==> src/rtl/imm_pkg.sv <==
// Shared immediate-format encodings, error codes and payload type for the
// instruction-word immediate encoder.
package imm_pkg;

  localparam int unsigned IMM_W  = 32;
  localparam int unsigned FLD_W  = 25;
  localparam int unsigned SRC_W  = 3;
  localparam int unsigned CODE_W = 2;

  typedef enum logic [SRC_W-1:0] {
    I_T = 3'b000,
    S_T = 3'b001,
    B_T = 3'b010,
    J_T = 3'b011,
    U_T = 3'b100
  } imm_src_e;

  localparam logic [CODE_W-1:0] ERR_NONE  = 2'd0;
  localparam logic [CODE_W-1:0] ERR_RANGE = 2'd1;
  localparam logic [CODE_W-1:0] ERR_ALIGN = 2'd2;
  localparam logic [CODE_W-1:0] ERR_FMT   = 2'd3;

  typedef struct packed {
    logic [FLD_W-1:0]  data;
    logic              err;
    logic [CODE_W-1:0] code;
  } pack_res_t;

  // True when bits [31:lsb] of v are all equal (value fits a signed field).
  function automatic logic upper_same(input logic [IMM_W-1:0] v, input int unsigned lsb);
    logic [IMM_W-1:0] s;
    s = IMM_W'($signed(v) >>> lsb);
    return (s == '0) || (s == '1);
  endfunction

endpackage

==> src/rtl/imm_pack.sv <==
// Combinational range/alignment/format check and scatter of an immediate
// into instruction bits [31:7], merged with the caller's non-immediate fields.
module imm_pack
  import imm_pkg::*;
(
  input  logic [IMM_W-1:0]  imm,
  input  logic [SRC_W-1:0]  src,
  input  logic [FLD_W-1:0]  fields,
  output logic [FLD_W-1:0]  data,
  output logic              err,
  output logic [CODE_W-1:0] code
);

  logic [FLD_W-1:0] put;
  logic [FLD_W-1:0] msk;
  logic             fmt_ok;
  logic             align_ok;
  logic             in_range;

  always_comb begin
    put      = '0;
    msk      = '0;
    fmt_ok   = 1'b1;
    align_ok = 1'b1;
    in_range = 1'b0;
    case (src)
      I_T: begin
        msk         = 25'h1FFE000;
        put[24:13]  = imm[11:0];
        in_range    = upper_same(imm, 11);
      end
      S_T: begin
        msk         = 25'h1FC001F;
        put[24:18]  = imm[11:5];
        put[4:0]    = imm[4:0];
        in_range    = upper_same(imm, 11);
      end
      B_T: begin
        msk         = 25'h1FC001F;
        put[24]     = imm[12];
        put[23:18]  = imm[10:5];
        put[4:1]    = imm[4:1];
        put[0]      = imm[11];
        align_ok    = ~imm[0];
        in_range    = upper_same(imm, 12);
      end
      J_T: begin
        msk         = 25'h1FFFFE0;
        put[24]     = imm[20];
        put[23:14]  = imm[10:1];
        put[13]     = imm[11];
        put[12:5]   = imm[19:12];
        align_ok    = ~imm[0];
        in_range    = upper_same(imm, 20);
      end
      U_T: begin
        msk         = 25'h1FFFFE0;
        put[24:5]   = imm[31:12];
        in_range    = (imm[11:0] == 12'd0);
      end
      default: fmt_ok = 1'b0;
    endcase
  end

  // Priority: bad format > misaligned > range; rejected requests keep fields only.
  always_comb begin
    data = (fields & ~msk) | put;
    err  = 1'b0;
    code = ERR_NONE;
    if (!fmt_ok) begin
      data = fields;
      err  = 1'b1;
      code = ERR_FMT;
    end else if (!align_ok) begin
      data = fields & ~msk;
      err  = 1'b1;
      code = ERR_ALIGN;
    end else if (!in_range) begin
      data = fields & ~msk;
      err  = 1'b1;
      code = ERR_RANGE;
    end
  end

endmodule

==> src/rtl/imm_encoder.sv <==
// Two-stage valid/ready immediate encoder with error reporting and
// saturating encode/error statistics.
module imm_encoder
  import imm_pkg::*;
#(
  parameter int unsigned CNT_W = 16
) (
  input  logic              clk,
  input  logic              rst,
  input  logic              in_valid,
  output logic              in_ready,
  input  logic [SRC_W-1:0]  in_imm_src,
  input  logic [IMM_W-1:0]  in_imm,
  input  logic [FLD_W-1:0]  in_fields,
  output logic              out_valid,
  input  logic              out_ready,
  output logic [FLD_W-1:0]  out_data,
  output logic              out_err,
  output logic [CODE_W-1:0] out_err_code,
  output logic [CNT_W-1:0]  enc_count,
  output logic [CNT_W-1:0]  err_count
);

  pack_res_t pk;
  pack_res_t s1_q;
  logic      s1_valid;
  logic      s2_load;
  logic      out_hs;

  imm_pack u_pack (
    .imm    (in_imm),
    .src    (in_imm_src),
    .fields (in_fields),
    .data   (pk.data),
    .err    (pk.err),
    .code   (pk.code)
  );

  assign s2_load  = !out_valid || out_ready;
  assign in_ready = !s1_valid || s2_load;
  assign out_hs   = out_valid && out_ready;

  // Stage 1: request check result; emptied when it advances with no new request.
  always_ff @(posedge clk) begin
    if (rst) begin
      s1_valid <= 1'b0;
      s1_q     <= '0;
    end else if (in_ready) begin
      s1_valid <= in_valid;
      if (in_valid) s1_q <= pk;
    end
  end

  // Stage 2: output register, held while the consumer stalls.
  always_ff @(posedge clk) begin
    if (rst) begin
      out_valid    <= 1'b0;
      out_data     <= '0;
      out_err      <= 1'b0;
      out_err_code <= ERR_NONE;
    end else if (s2_load) begin
      out_valid <= s1_valid;
      if (s1_valid) begin
        out_data     <= s1_q.data;
        out_err      <= s1_q.err;
        out_err_code <= s1_q.code;
      end
    end
  end

  always_ff @(posedge clk) begin
    if (rst) begin
      enc_count <= '0;
      err_count <= '0;
    end else if (out_hs) begin
      if (!out_err && (enc_count != '1)) enc_count <= enc_count + CNT_W'(1);
      if (out_err && (err_count != '1))  err_count <= err_count + CNT_W'(1);
    end
  end

endmodule
==> config.mk <==
export PLATFORM = sky130hd
export DESIGN_NAME = imm_encoder
export DESIGN_NICKNAME = d
export VERILOG_FILES = /design/src/rtl/imm_pkg.sv /design/src/rtl/imm_pack.sv /design/src/rtl/imm_encoder.sv
export SDC_FILE = /design/constraint.sdc
export NUM_CORES = 1
export LEC_CHECK = 0
export ABC_AREA = 1
export CORE_UTILIZATION = 45
export CTS_CLUSTER_SIZE = 12
export DETAILED_ROUTE_END_ITERATION = 10
export PLACE_DENSITY = 0.75
export SYNTH_ARGS = -nofsm -noshare
export SYNTH_HDL_FRONTEND = slang
export SYNTH_SLANG_ARGS = --single-unit
==> constraint.sdc <==
create_clock -name clk -period 3.4 [get_ports clk]
set_clock_uncertainty 0.1 [all_clocks]
set_input_delay 0.68 -clock clk [delete_from_list [all_inputs] [get_ports clk]]
set_output_delay 0.68 -clock clk [all_outputs]
set_load 0.03 [all_outputs]
# == Word level (Yosys, flattened, before mapping) ==
# Index checks and enable logic that the tools add are counted.
# word_totals
reg_bits,90
inputBits,64
out_inout_bits,62
wordCells,67
# op_classes
add_sub_neg,2
n_eq_ne,9
muxes,17
n_bitwise,4
reduce_logical,25
# op_table
cell,n
$eq 32x32->1 const B,3
$logic_not 32->1,3
$mux 25,3
$pmux 25 s3,1
$add 16x1->16 const B,2
$ne 16x16->1 const B,2
$pmux 7 s4,1
$and 25x25->25,1
$not 25->25,1
$or 25x25->25,1
$pmux 5 s3,1
$logic_not 12->1,1
$pmux 5 s2,1
$mux 8,1
$reduce_and 2->1,4
$reduce_or 2->1,4
$eq 3x2->1 const B,2
$mux 1,6
$logic_or 1x1->1,5
$reduce_or 5->1,1
$mux 2,2
$pmux 1 s4,1
$eq 3x1->1 const B,1
$eq 3x3->1 const B,1
other kinds (4),8

# == Depth between registers and ports, before layout ==
# Gate-level depths: netlist (run 1).
# logic_depth
depth_word,9
depth_mapped,11
ltp_nobuf,10

# == Cells and area by module ==
# From an unflattened synthesis (run 1), not the netlist that was laid out.
# unflattened
hier_cells,821
hier_area_um2,5028.6
# by_module_without_submodules
module,n_inst,cells_each,area_each_um2,seq_area_each_um2
imm_encoder,1,575,3935.0,1801.7
imm_pack,1,246,1093.5,0.0

# == Least setup slack after synthesis (run 1) ==
# No wires, ideal clock.
# synth_timing
path_type,in2reg
startpoint,input out_ready
endpoint,register s1_q[10] (netlist bit)
t_arrival_ns,1.789
path_slack_ns,1.389
cell_stages,7
n_path_buf,1
cell_sequence,inv_1 > nand3_1 > nand2_1 > inv_1 > clkbuf_1 > o21ai_0 > a21oi_2
# synth_via
elab_chain_len,3
# synth_rtl
element,line_no,text
start: declaration,imm_encoder.sv:16,"input logic out_ready,"
$logic_or 1x1->1,imm_encoder.sv:39,assign s2_load = !out_valid || out_ready;
$logic_or 1x1->1,imm_encoder.sv:40,assign in_ready = !s1_valid || s2_load;
named net in_ready,imm_encoder.sv:11,"output logic in_ready,"
$reduce_and 2->1 (no source line),-,
end signal: assignment,imm_encoder.sv:50,if (in_valid) s1_q <= pk;
end: declaration,imm_encoder.sv:25,pack_res_t s1_q;
# The timed path passes the listed nets, and every way through them passes these cells.
# A chain may end at the register's enable or synchronous reset.

# == Final worst setup path (run 1) ==
# layout_timing
startpoint,input out_ready
endpoint,output in_ready
# layout_via
elab_chain_len,2
# layout_rtl
element,line_no
$logic_or 1x1->1,imm_encoder.sv:39
$logic_or 1x1->1,imm_encoder.sv:40
end: declaration,imm_encoder.sv:11
# Every way passes these cells.

==> results of run 1 <==
==> through the flow <==
step / instances / hold WS [ns] / area, µm²
floorplan: 709 / 0.342 / 4850
global placement: 947 / 0.354 / 6140
detailed placement: 947 / 0.357 / 6140
CTS: 963 / 0.368 / 6340
global route: 963 / 0.390 / 6340
finish: 963 / 0.367 / 6340
==> worst paths after layout <==
check	start	end	slack (ns)	depth (start not counted)
max reg2reg	err_count[0]	err_count[6]	1.34	9
min reg2reg	s1_q[0]	s1_q[0]	0.37	2
max	out_ready	in_ready	0.60	4
min	s1_q[0]	s1_q[0]	0.37	2
==> cell families after synthesis <==
group / count (synthesis)
AO/OA/AOI/OAI: 145
XOR/XNOR: 15
adder cells (fa/ha/maj): 2
buffers and inverters: 97
flip-flops: 90
AND/OR/NAND/NOR: 360
==> cell type report <==
type	count	area, µm²	area share
well taps	136	170	0.0268
clock buffers	9	124	0.0195
multi-input cells	522	2620	0.413
inverters	68	255	0.0402
flip-flops and latches	90	1800	0.284
clock inverters	7	76.3	0.0120
repair buffers	131	1300	0.204
==> synthesized netlist by cell type, types with 2 or more instances <==
| library cell | count | share of area |
|---|---|---|
| nor3_1 | 11 | 0.011 |
| nand4_1 | 15 | 0.019 |
| dfxtp_1 | 90 | 0.37 |
| buf_4 | 3 | 0.0046 |
| a21oi_2 | 20 | 0.036 |
| xnor2_1 | 8 | 0.014 |
| a22o_1 | 6 | 0.011 |
| inv_2 | 4 | 0.0031 |
| and3_1 | 2 | 0.0026 |
| nand2_2 | 2 | 0.0026 |
| nand3_2 | 19 | 0.039 |
| buf_2 | 3 | 0.0031 |
| xor2_1 | 7 | 0.013 |
| nor2_1 | 142 | 0.11 |
| buf_6 | 2 | 0.0046 |
| inv_1 | 62 | 0.048 |
| nor2_2 | 3 | 0.0039 |
| nor4_1 | 2 | 0.0026 |
| clkbuf_1 | 18 | 0.014 |
| buf_12 | 2 | 0.0083 |
| nand3_1 | 27 | 0.028 |
| clkinv_1 | 2 | 0.0015 |
| nand2_1 | 131 | 0.10 |
| o21ai_0 | 70 | 0.072 |
| a31oi_1 | 5 | 0.0065 |
| a21oi_1 | 38 | 0.039 |
| ha_1 | 2 | 0.0052 |
==> routing by layer <==
metal,part of all wire,vias up
met1,0.46,2311
li1,-,2534
met5,0,-
met3,0.063,13
met2,0.47,158
met4,0.011,0
==> registers in the layout, indices dropped and copies added, names as in the netlist <==
register	count
out_data	25
err_count	16
out_err	1
s1_valid	1
out_valid	1
s1_q	28
out_err_code	2
enc_count	16
==> tightest hold or removal path: cells and delay by family, from the launching register on <==
kind,cells,cell delay [ns]
AOI/OAI and AO/OA,1,0.05
and+or+nand+nor,1,0.06
DFF,1,0.31
==> where the power goes <==
| group | internal [µW] | switching (µW) | total (µW) |
|---|---|---|---|
| Combinational | 172 | 232 | 404 |
| Sequential | 1100 | 26.5 | 1130 |
| Clock | 344 | 402 | 746 |
==> results.txt, run 1 <==
The run finished with clean final reports. Summed over all layers, the global routing overflow is 0. The maximum clock frequency came out at between 0.3 and 0.4 GHz. The number of buffers inserted by post-CTS setup repair came out at 0. After synthesis, the share of cell area in mux cells is 0. The count of TritonRoute iterations in the first routing pass is 5. The post-synthesis cell type count is 40. The number of synthesized flops with an enable pin came out at 0. The total wire length after detailed routing is about 13,000 µm. In this run the power density over the cells is 359 mW/mm². The floorplan step set the die height to about 110 µm.

Counting stages on the worst path, the most repeated cell is clkdlybuf4s50_1. The share of the synthesized netlist area taken by xor and xnor gates is 0.0271. The number of buffers between clock root and the deepest sink is 2. The total die area came out at approximately 0.011 mm². The commonest non-fill, non-tap cell in the layout is nor2_1. The number of nets in the layout is roughly 890. The placer congestion estimate came out at between 0.9 and 1. The buffer type at the clock tree root is clkbuf_8. The buffers plus inverters on the worst setup path is 3. The largest stage delay on the critical path is roughly 0.7 ns. The critical path capture point type is a primary output. The final core area utilization is 0.612. The cell family contributing the most delay on the critical path is buffers and inverters.

The number of register bits inferred by synthesis came out at 90. The wire length of the first global-routing pass is between 20,000 and 25,000 µm. The layout has between 1,000 and 1,500 filler cells.

Setup violations remaining at the end of the flow were counted as 0. The DRC violations left is 0. The cell count after synthesis is roughly 710. The synthesized area divided by synthesized cell count is 6.84 µm². The iteration-0 DRC count of the detailed router is 239. The setup slack after placement is slightly above 0.6 ns.

The number of buffers added to fix hold violations after cts is 0. The share of the cycle needed by the critical path after routing came out at 0.823. The largest individual stage delay along the critical path comes from the cell clkdlybuf4s50_1. The share of layout cells above drive strength 1 came out at 0.0895.

The launching element type of the critical path is an input port. During synthesis, Yosys emitted a total of 0 warnings. Traced cell by cell, the critical path runs through clkdlybuf4s50_1 > inv_1 > nand3_1 > clkdlybuf4s50_1.

The average wire per cell in the routed design is between 10 and 15 µm. The biggest fanout along the worst timing path is 3. The max-capacitance violation count is 0.

The analysis attributes to cell leakage a power of 0.00240 µW. The share of the yosys chip area belonging to registers is 0.372. The required time at the endpoint of the critical path came out at around 2.6 ns.

The cell area that synthesis handed to floorplanning was a little under 0.005 mm². For this run, the total global-route usage over all layers was measured as 0.246. The path class of the tightest hold or removal check is flip-flop to flip-flop. Once detail routing completed, the nets flagged for antenna violations numbered 0. The number of global-route vias before repair was approximately 4,700. The initial antenna violation count came out at 0. The total count of hold-check failures in the final report is 0. The overall power consumption is roughly 2300 µW.

The met3 usage came out at 0.0588. The worst endpoint data arrival time is roughly 2.0 ns. The count of clock tree sinks came out at 90. The core region is roughly 0.010 mm².

The H-tree was split into 3 levels. In the final timing run, aggregate negative setup slack is 0 ns. The maximum VDD drop is between 0.0002 and 0.0003 V. The clock transition at the register clock pins on the worst setup and hold paths after CTS is 0.08 ns. The simple-gate area share of the yosys netlist is 0.333. The total half-perimeter wirelength after legalization and detailed placement is 9860 µm.

The via count is between 5,000 and 6,000. The share of synthesized cell area in full adder, half adder and majority cells came out at 0.00516. Setup repair after global routing left no endpoint under its margin. The final worst slack is roughly 0.6 ns. The number of vias per cell after detailed routing came out at 5.21. The antenna diode instance count is 0.

The starting density of the core is 0.468. The critical path is of the input port to primary output type. The actual slew at the worst max-slew pin is between 1 and 1.5 ns. The layout overhead on the synthesized area came out at 30.8%. In the synthesized netlist the dominant register cell turns out to be dfxtp_1. The count of cells resized by post-cts repair is 0. The global routing met1 resource utilization came out at 0.321. The count of input and output buffers came out at around 130. Measured along the x axis, the die boundary spans between 100 and 150 µm. The global routing met2 resource utilization is 0.403.

In the layout the commonest cells are nor2_1 (142), nand2_1 (131), clkdlybuf4s50_1 (125). The max-slew violation count came to 0. The synthesized-area fraction occupied by ao, oa, aoi and oai cells came out at 0.175. Entering global routing, the biggest net connects 70 pins.

The number of nets handed over by synthesis was roughly 780. The number of placement rows is 37. The clock insertion delay at the later pin of the skew report is about 0.37 ns.

The combinational family with the most area after synthesis is simple AND/OR/NAND/NOR gates. The time the final worst path needs with I/O delays and setup is 2.80 ns. In this run the tightest slew margin relative to its limit is 0.267. TritonCTS built the clock tree. In this run, CTS created clock tree buffers numbering 9. The layer flagged by global routing as most heavily used is met2. The share of flip-flops with an asynchronous set or reset came out at 0. The number of top-level design ports is 126.
Power figures use the tool's default switching activity.
==> run 2: changes to the inputs <==
- PLACE_DENSITY: 0.75 -> 0.78
- clock period: 3.4 -> 2.5 ns (I/O delays scaled with it)
==> run 2 against run 1 <==
  * Largest cell class unchanged
  * Final cell count rose by 2.0%
  * Critical path depth decreased by 3
  * Non-clock buffer count grew 19
  * Hold slack gained 0.0038 ns
  * Utilization grew 1.9 points
==> results.txt, run 2 (synthesized netlist as in run 1, its figures left out) <==
Setup repair after global routing missed its margin: no (unchanged). The critical path class is flip-flop to primary output (was input port to primary output). The max-capacitance violation count is 0 (unchanged).

The total wire length after detailed routing is 12,900 µm (was 13,100 µm). The total half-perimeter wirelength after legalization and detailed placement came out at 9940 µm (was 9860 µm). The largest stage delay on the critical path is 0.73 ns (was 0.69 ns). The antenna diode instance count is 0 (unchanged). The starting density of the core came out at 0.468 (unchanged). The initial antenna violation count is 0 (unchanged).

The number of placement rows is 37 (unchanged). The maximum number of pins on one net before global-route repair is 52 (was 70). The biggest fanout along the worst timing path came to 7 (was 3). The number of vias per cell after detailed routing is 5.16 (was 5.21). The power per standard cell area came to 491 mW/mm² (was 359 mW/mm²). The depth of the CTS H-tree came out at 3 (unchanged). The DRC violations left was 0 (unchanged).

The post-layout instance area is 0.00654 mm² (was 0.00634 mm²). The cell area reported after detailed placement was 0.00631 mm² (was 0.00614 mm²). The number of antenna-violating nets in the routed design is 0 (unchanged).

The beginning of the worst hold path was s1_q[0] (unchanged). The commonest non-fill, non-tap cell in the layout was nor2_1 (unchanged). The total global routing track utilization was 0.237 (was 0.246).

The share of the cycle needed by the critical path after routing came out at 0.855. The clock transition at the register clock pins on the worst setup and hold paths after CTS is 0.08 ns (about the same). The global route total overflow is 0 (unchanged). The total count of hold-check failures in the final report is 0 (unchanged). The standby leakage power is 0.00252 µW (was 0.00240 µW). The buffers plus inverters on the worst setup path is 1 (was 3). The share of layout cells above drive strength 1 came out at 0.111 (was 0.0895). The number of endpoints failing setup at the final stage came out at 0 (unchanged). The area of the placeable core came out at 0.0104 mm² (unchanged). The average wire per cell in the routed design is 13.2 µm (was 13.6 µm). The family of cells with the greatest summed delay on the critical path was buffers and inverters (unchanged). The final core area utilization is 0.631 (was 0.612). Outcome: completed (unchanged). The count of clock tree sinks is 90 (unchanged). The number of buffers added to fix hold violations after cts is 0 (unchanged). The number of buffers between clock root and the deepest sink came out at 2 (unchanged). The total die area was 0.0112 mm² (unchanged). The via count was 5,063 (was 5,016). The max-slew violation count is 0 (unchanged).

The number of global-route vias before repair was 4,656 (was 4,749). The launching element type of the critical path is a flip-flop (was input port). The horizontal die dimension came out at 106 µm (unchanged).

The overall power consumption came out at 3210 µW (was 2280 µW). The number of buffers inserted by post-CTS setup repair is 0 (unchanged). The placer congestion estimate came to 0.938 (was 0.906). The buffer type at the clock tree root is clkbuf_8 (unchanged). The worst endpoint data arrival time is 1.54 ns (was 2.02 ns). The critical path capture point type is a primary output (unchanged). The iteration-0 DRC count of the detailed router was 271 (was 239). Most frequent cells in the layout: nor2_1 (141), nand2_1 (131), clkdlybuf4s50_1 (124) (was nor2_1 (142), nand2_1 (131), clkdlybuf4s50_1 (125)). The number of top-level design ports is 126 (unchanged). The clock tree from TritonCTS is done (unchanged). The count of input and output buffers is 125 (unchanged).

The wire length of the first global-routing pass came out at 21,500 µm (was 22,200 µm). The final worst slack came to 0.362 ns (was 0.603 ns). The count of TritonRoute iterations in the first routing pass was 5 (unchanged). The worst min-delay path category is flip-flop to flip-flop (unchanged).

The flip-flop count of the largest register, all copies and words added came out at 28 (unchanged). Static timing analysis puts the maximum clock frequency at around 0.47 GHz. The actual slew at the worst max-slew pin is 0.748 ns (was 1.10 ns).

Sequence of cells on the critical path: clkdlybuf4s50_1 (was clkdlybuf4s50_1 > inv_1 > nand3_1 > clkdlybuf4s50_1). The library cell contributing the largest single delay on the critical path was clkdlybuf4s50_1 (unchanged). The startpoint of the worst setup timing path is enc_count[6] (was out_ready). The register with the highest flop count is s1_q (unchanged). Largest registers in the final layout: s1_q (28), out_data (25) (unchanged).

Counting I/O delays and the setup requirement, the final critical path takes between 2 and 2.5 ns. The height of the chip came out at 106 µm (unchanged). The relative slew slack is 0.501 (was 0.267). The maximum VDD drop is 0.000326 V (was 0.000258 V). The number of nets in the layout is 907 (was 888).

The launch point of the worst reg-to-reg path is err_count[0] (unchanged). The setup slack after placement is -0.260 ns (was 0.616 ns). The TritonCTS buffer count came out at 9 (unchanged).

The clock insertion delay at the later pin of the skew report came out at 0.35 ns (was 0.37 ns). The layout overhead on the synthesized area came out at 35.0% (was 30.8%). The required time at the endpoint of the critical path is 1.90 ns (was 2.62 ns).
run 2: cell type report:
class                   instances  area (µm²)
clock buffers                  10         138
clock inverters                 6        90.1
repair buffers                150        1470
flip-flops and latches         90        1800
multi-input cells             522        2620
fillers                       951        3830
well taps                     136         170
inverters                      68         255
run 2: routing by layer:
layer | up-vias | share of wire | global-route usage
met5 | - | 0 | 0
met4 | 0 | 0.013 | 0.0784
met3 | 17 | 0.058 | 0.0390
met2 | 162 | 0.49 | 0.407
met1 | 2315 | 0.44 | 0.302
li1 | 2569 | - | -
run 2: power breakdown:
part | internal [µW] | leakage [µW] | switching [µW] | total [µW]
logic | 250 | 0.00167 | 319 | 569
clock network | 592 | 0.000112 | 520 | 1110
registers | 1500 | 0.000737 | 34.4 | 1530
run 2: final timing paths:
path / end / slack, ns / cells after the start
setup reg to reg: err_count[5] / 0.57 / 9
hold reg to reg: s1_q[0] / 0.37 / 2
setup / recovery: enc_count[6] / 0.36 / 1
hold / removal: s1_q[0] / 0.37 / 2
run 2: timing repair:
action                                  CTS  global route
endpoints found under the setup margin    0            12
endpoints found under the hold margin     0             0
resized for setup                         0             2
run 2: per-stage QoR:
stage | hold WS, ns | TNS (ns) | instances
after global routing | 0.396 | 0 | 982
after global placement | 0.355 | -1.91 | 966
final | 0.371 | 0 | 982
after CTS | 0.371 | 0 | 982
after detailed placement | 0.359 | -2.79 | 966
after floorplan | 0.342 | 0 | 709
